## src/rtl/cvxif_instr_pkg.sv

```systemverilog
// Shared constants for the CV-X-IF coprocessor instruction path.
// The result buffer depth is defined here so the top-level instance and the ALU-side issue logic use the same value.
package cvxif_instr_pkg;

    localparam int unsigned COPRO_RES_BUF_DEPTH = 4;
    localparam int unsigned REG_ADDR_W          = 5;

endpackage

```

## src/rtl/copro_result_buffer.sv

```systemverilog
// Result FIFO between the coprocessor ALU stage and the CV-X-IF result handshake.
// issue_ready_o throttles the issue stage so that every ALU result has a slot when it arrives.
module copro_result_buffer
    import cvxif_instr_pkg::*;
#(
    parameter int unsigned XLEN     = 32,
    parameter int unsigned DEPTH    = COPRO_RES_BUF_DEPTH,
    parameter type         hartid_t = logic,
    parameter type         id_t     = logic
) (
    input  logic                  clk_i,
    input  logic                  rst_ni,
    input  logic                  alu_valid_i,
    input  logic [XLEN-1:0]       alu_result_i,
    input  hartid_t               alu_hartid_i,
    input  id_t                   alu_id_i,
    input  logic [REG_ADDR_W-1:0] alu_rd_i,
    input  logic                  alu_we_i,
    output logic                  issue_ready_o,
    output logic                  result_valid_o,
    input  logic                  result_ready_i,
    output logic [XLEN-1:0]       result_data_o,
    output hartid_t               result_hartid_o,
    output id_t                   result_id_o,
    output logic [REG_ADDR_W-1:0] result_rd_o,
    output logic                  result_we_o,
    output logic [$clog2(DEPTH):0] count_o,
    output logic                  overflow_o
);

    localparam int unsigned PW = $clog2(DEPTH);
    localparam int unsigned CW = PW + 1;

    localparam logic [PW-1:0] PTR_ONE   = PW'(1);
    localparam logic [CW-1:0] CNT_ONE   = CW'(1);
    localparam logic [CW-1:0] FULL_CNT  = CW'(DEPTH);
    localparam logic [CW:0]   DEPTH_EXT = (CW + 1)'(DEPTH);

    typedef struct packed {
        logic [XLEN-1:0]       data;
        hartid_t               hartid;
        id_t                   id;
        logic [REG_ADDR_W-1:0] rd;
        logic                  we;
    } entry_t;

    entry_t [DEPTH-1:0] entries_q, entries_d;
    logic   [PW-1:0]    wr_ptr_q, wr_ptr_d;
    logic   [PW-1:0]    rd_ptr_q, rd_ptr_d;
    logic   [CW-1:0]    count_q, count_d;

    logic   full;
    logic   push;
    logic   pop;
    logic   [CW:0] occ_with_new;
    entry_t alu_entry;
    entry_t head;

    assign alu_entry = '{data: alu_result_i, hartid: alu_hartid_i, id: alu_id_i,
                         rd: alu_rd_i, we: alu_we_i};

    assign full = (count_q == FULL_CNT);
    assign pop  = result_valid_o && result_ready_i;
    // A pop in the same cycle frees the slot, so a full buffer can still accept.
    assign push = alu_valid_i && (!full || pop);

    assign overflow_o = alu_valid_i && !push;

    // Conservative: ignores a concurrent pop so the slot is guaranteed next cycle.
    assign occ_with_new  = {1'b0, count_q} + {{CW{1'b0}}, alu_valid_i};
    assign issue_ready_o = (occ_with_new < DEPTH_EXT);

    always_comb begin
        // NOTE: every always_comb output gets a default first; a missed branch would otherwise infer a latch.
        entries_d = entries_q;
        wr_ptr_d  = wr_ptr_q;
        rd_ptr_d  = rd_ptr_q;
        count_d   = count_q;

        if (push) begin
            entries_d[wr_ptr_q] = alu_entry;
            wr_ptr_d            = wr_ptr_q + PTR_ONE;
        end
        if (pop) begin
            rd_ptr_d = rd_ptr_q + PTR_ONE;
        end

        unique case ({push, pop})
            2'b10:   count_d = count_q + CNT_ONE;
            2'b01:   count_d = count_q - CNT_ONE;
            default: count_d = count_q;
        endcase
    end

    always_ff @(posedge clk_i or negedge rst_ni) begin
        if (!rst_ni) begin
            // NOTE: storage is a flop array, so clearing it on reset is cheap and removes stale data from the head path.
            entries_q <= '0;
            wr_ptr_q  <= '0;
            rd_ptr_q  <= '0;
            count_q   <= '0;
        end else begin
            // NOTE: non-blocking here so every flop samples the pre-edge value of the others.
            entries_q <= entries_d;
            wr_ptr_q  <= wr_ptr_d;
            rd_ptr_q  <= rd_ptr_d;
            count_q   <= count_d;
        end
    end

    assign head           = entries_q[rd_ptr_q];
    assign result_valid_o = (count_q != '0);
    assign count_o        = count_q;

    assign result_data_o   = result_valid_o ? head.data   : '0;
    assign result_hartid_o = result_valid_o ? head.hartid : '0;
    assign result_id_o     = result_valid_o ? head.id     : '0;
    assign result_rd_o     = result_valid_o ? head.rd     : '0;
    assign result_we_o     = result_valid_o ? head.we     : 1'b0;

endmodule

```

## config.mk

```make
export PLATFORM = sky130hd
export DESIGN_NAME = copro_result_buffer
export DESIGN_NICKNAME = d
export VERILOG_FILES = /design/src/rtl/cvxif_instr_pkg.sv /design/src/rtl/copro_result_buffer.sv
export SDC_FILE = /design/constraint.sdc
export NUM_CORES = 1
export LEC_CHECK = 0
export BUFFER_PORTS_ARGS = -buffer_cell sky130_fd_sc_hd__buf_2
export CORE_MARGIN = 2
export CORE_UTILIZATION = 53
export CTS_CLUSTER_SIZE = 12
export DETAILED_ROUTE_END_ITERATION = 8
export GPL_TIMING_DRIVEN = 0
export HOLD_SLACK_MARGIN = 0.15
export PLACE_DENSITY = 0.76
export SYNTH_ARGS = -nofsm -noshare
export SYNTH_HDL_FRONTEND = slang
export SYNTH_SLANG_ARGS = --single-unit
```

## constraint.sdc

```tcl
create_clock -name clk_i -period 1.9 [get_ports clk_i]
set_input_delay 0.19 -clock clk_i [delete_from_list [all_inputs] [get_ports clk_i]]
set_output_delay 0.19 -clock clk_i [all_outputs]
set_load 0.02 [all_outputs]
```

==> flow_metrics.env <==
export IMPL_crit_buf_inv=3
export IMPL_n_antenna_cell=0
export IMPL_cts_buffers=17
export IMPL_clkSinkCount=167
export IMPL_violations="setup timing"
export IMPL_fmax_mhz=471.6
export IMPL_insertion_delay_ns=0.43
export IMPL_place_hpwl_um=10150
export IMPL_drt_wirelength_per_cell_um=19.73
export IMPL_path_cells="buf_12, clkbuf_16, mux4_2, and2_4, buf_6"
export IMPL_hp_class="input port to register"
export IMPL_clockRootBuffer="clkbuf_16"
export IMPL_slew_headroom_pct=47.73
export IMPL_fin_total_pwr_mw=21.76
export IMPL_ir_drop_v=0.001376
export IMPL_critPathLaunchType="register"
export IMPL_setup_viol=43
export IMPL_syn_inst=473
export IMPL_fp_dieArea_mm2=0.01540
export IMPL_portBuffers=89
export IMPL_outcome="finished with violations"
export IMPL_overflow=0
export IMPL_rsz0062_at_grt="true"
export IMPL_clockBufferDepth=2
export IMPL_drv_slew=0
export IMPL_setup_tns_ns=-7.985
export IMPL_pre_cts_slack_ns=-0.2261
export IMPL_seq_area_frac_synth_pct=54.67
export IMPL_path_clk_slew_ns=0.06
export IMPL_period_share_pct=111.6
export IMPL_crit_path_end_kind="output port"
export IMPL_skew_ns=0.004425
export IMPL_crit_required_ns=1.71
export IMPL_remaining_drc_errors=0
export IMPL_die_h_um=124.1
export IMPL_synth_nets=523
export IMPL_ys_warn_count=0
export IMPL_vias_per_cell=5.499
export IMPL_postPlaceCellArea_mm2=0.008377
export IMPL_fin_nets=692
export IMPL_cts_tree="done"
export IMPL_avgSynthCellArea_um2=16.16
export IMPL_drt_initial_drc_count=270
export IMPL_arrival_ns=1.93
export IMPL_slowest_delay_ns=0.49
export IMPL_setup_ws_ns=-0.2205
export IMPL_synth_seq_cells=167
export IMPL_layout_commonest_cell="dfrtp_1"
export IMPL_p_leak_nw=4.448
export IMPL_maxCapViolCount=0
export IMPL_first_global_vias=4917
export IMPL_min_period_ns=2.121
export IMPL_fin_area_mm2=0.01024
export IMPL_finalWirelength_um=16480
export IMPL_gp_congestion=0.7137
export IMPL_htree_num_levels=4
export IMPL_final_cell_mix="dfrtp_1, mux2_2, buf_6"
export IMPL_top_level_ports=90
export IMPL_dr_pass1_iters=4
export IMPL_syn_area_mm2=0.007644
export IMPL_worstMarginPinSlew_ns=0.7840
export IMPL_hold_viol=0
export IMPL_area_growth_syn_to_layout_pct=33.95
export IMPL_coreArea_mm2=0.01399
export IMPL_netlist_cell_type_count=21
export IMPL_grt_max_degree=85
export IMPL_drive_above_1_share_pct=64.89
export IMPL_dr_total_vias=4592
export IMPL_die_w_um=124.1
export IMPL_crit_fanout=6
export IMPL_grt_pass1_wl_um=25550
export IMPL_crit_slowest_cell="mux4_2"
export IMPL_ant_nets=0
export IMPL_start_util_pct=54.64
export IMPL_grt_use_total_pct=22.61
export IMPL_critPathKind="register to output port"
export IMPL_powerDensity_mw_per_mm2=2125
export IMPL_critPathTopFamily="multiplexers"
export IMPL_rows=43
export IMPL_antenna_found_initial=0
[worst register-to-register path, cell delays in order, from the launching register on]
cell and delay [ns]:
dfrtp_2 0.43, buf_6 0.14, nor4b_4 0.30, nand2b_4 0.19
ha_4 0.13, inv_2 0.03, fa_2 0.32, xor2_1 0.14
nor2_1 0.12, xor2_1 0.15
[through the flow]
step / util (%) / hold slack, ns / std cells
after floorplan: - / -0.1056 / 473
after global placement: 59.64 / 0.4578 / 742
after detailed placement: 59.88 / 0.3011 / 743
after CTS: 69.51 / 0.2071 / 828
after global routing: 73.19 / 0.2682 / 835
final: 73.19 / 0.2604 / 835
[cells in the mapped netlist]
cell | instances | share of area, %
a31oi_1 | 1 | 0.082
and2_1 | 42 | 3.4
buf_1 | 4 | 0.20
buf_2 | 5 | 0.33
buf_6 | 16 | 2.4
clkbuf_1 | 6 | 0.29
dfrtp_1 | 167 | 55
fa_1 | 1 | 0.26
ha_1 | 5 | 0.82
inv_1 | 5 | 0.25
mux2_2 | 161 | 24
mux2i_1 | 1 | 0.13
mux4_2 | 40 | 12
nand2_1 | 4 | 0.20
nand2b_1 | 1 | 0.082
nand3_1 | 1 | 0.065
nor2_1 | 5 | 0.25
nor4b_4 | 1 | 0.31
or3_1 | 1 | 0.082
xnor2_1 | 3 | 0.34
xor2_1 | 3 | 0.34
[logic make-up (layout without fill, tap and decap cells)]
logic type | after synthesis | count (layout) | share of synthesized area, %
muxes | 202 | 202 | 35.64
adders and majority gates | 6 | 6 | 1.080
and+or+nand+nor | 55 | 55 | 4.420
xor gates and xnor gates | 6 | 6 | 0.6876
DFF | 167 | 167 | 54.67
buffers and inverters | 36 | 218 | 3.421
AOI/OAI and AO/OA | 1 | 1 | 0.08190
[layer usage]
| metal | GRT usage [%] | vias to the layer above | part of all wire, % |
|---|---|---|---|
| met4 | 8.567 | 0 | 1.7 |
| li1 | - | 2045 | - |
| met3 | 5.220 | 26 | 4.2 |
| met5 | 0 | - | 0 |
| met1 | 29.13 | 2413 | 44 |
| met2 | 37.47 | 108 | 50 |
[layout make-up]
class,count,area [µm²]
plain buffers,31,400.4
clock buffers,20,466.7
clock inverters,12,197.7
fillers,861,3750
inverters,5,18.77
multi-input cells,270,3343
flip-flops and latches,167,4183
well taps,180,225.2
repair buffers,150,1404
[final timing paths]
kind                                      from                end  slack, ns  cells past startpoint
worst max-delay path               rd_ptr_q[0]  result_data_o[21]      -0.22                      5
worst min-delay path               alu_valid_i         count_o[0]       0.26                      4
worst max register to register      count_o[1]         count_o[2]      -0.13                      9
worst min register to register  entries_q[125]     entries_q[125]       0.50                      1
max in group asynchronous               rst_ni      entries_q[53]       0.65                      3
min in group asynchronous               rst_ni      entries_q[41]       0.38                      2
[power by group]
group          internal [mW]  leakage, nW  switching [mW]
clock network           2.43        0.310            1.39
logic                   7.09         2.16            4.49
registers               5.41         1.97           0.952
total                   14.9         4.45            6.83
[sequential cells by signal, indices dropped and copies added (netlist names)]
register and cells:
count_o 3, entries_q 160, rd_ptr_q 2, wr_ptr_q 2
[what timing repair did]
item	4_1_cts	5_1_grt
gates cloned	1	5
resized for setup	51	129
pin swaps	4	42
hold buffers	42	0
endpoints found under the hold margin	244	0
setup endpoints to repair	43	126
setup buffers	10	3
Note: power is estimated with default switching activity, not from simulation.
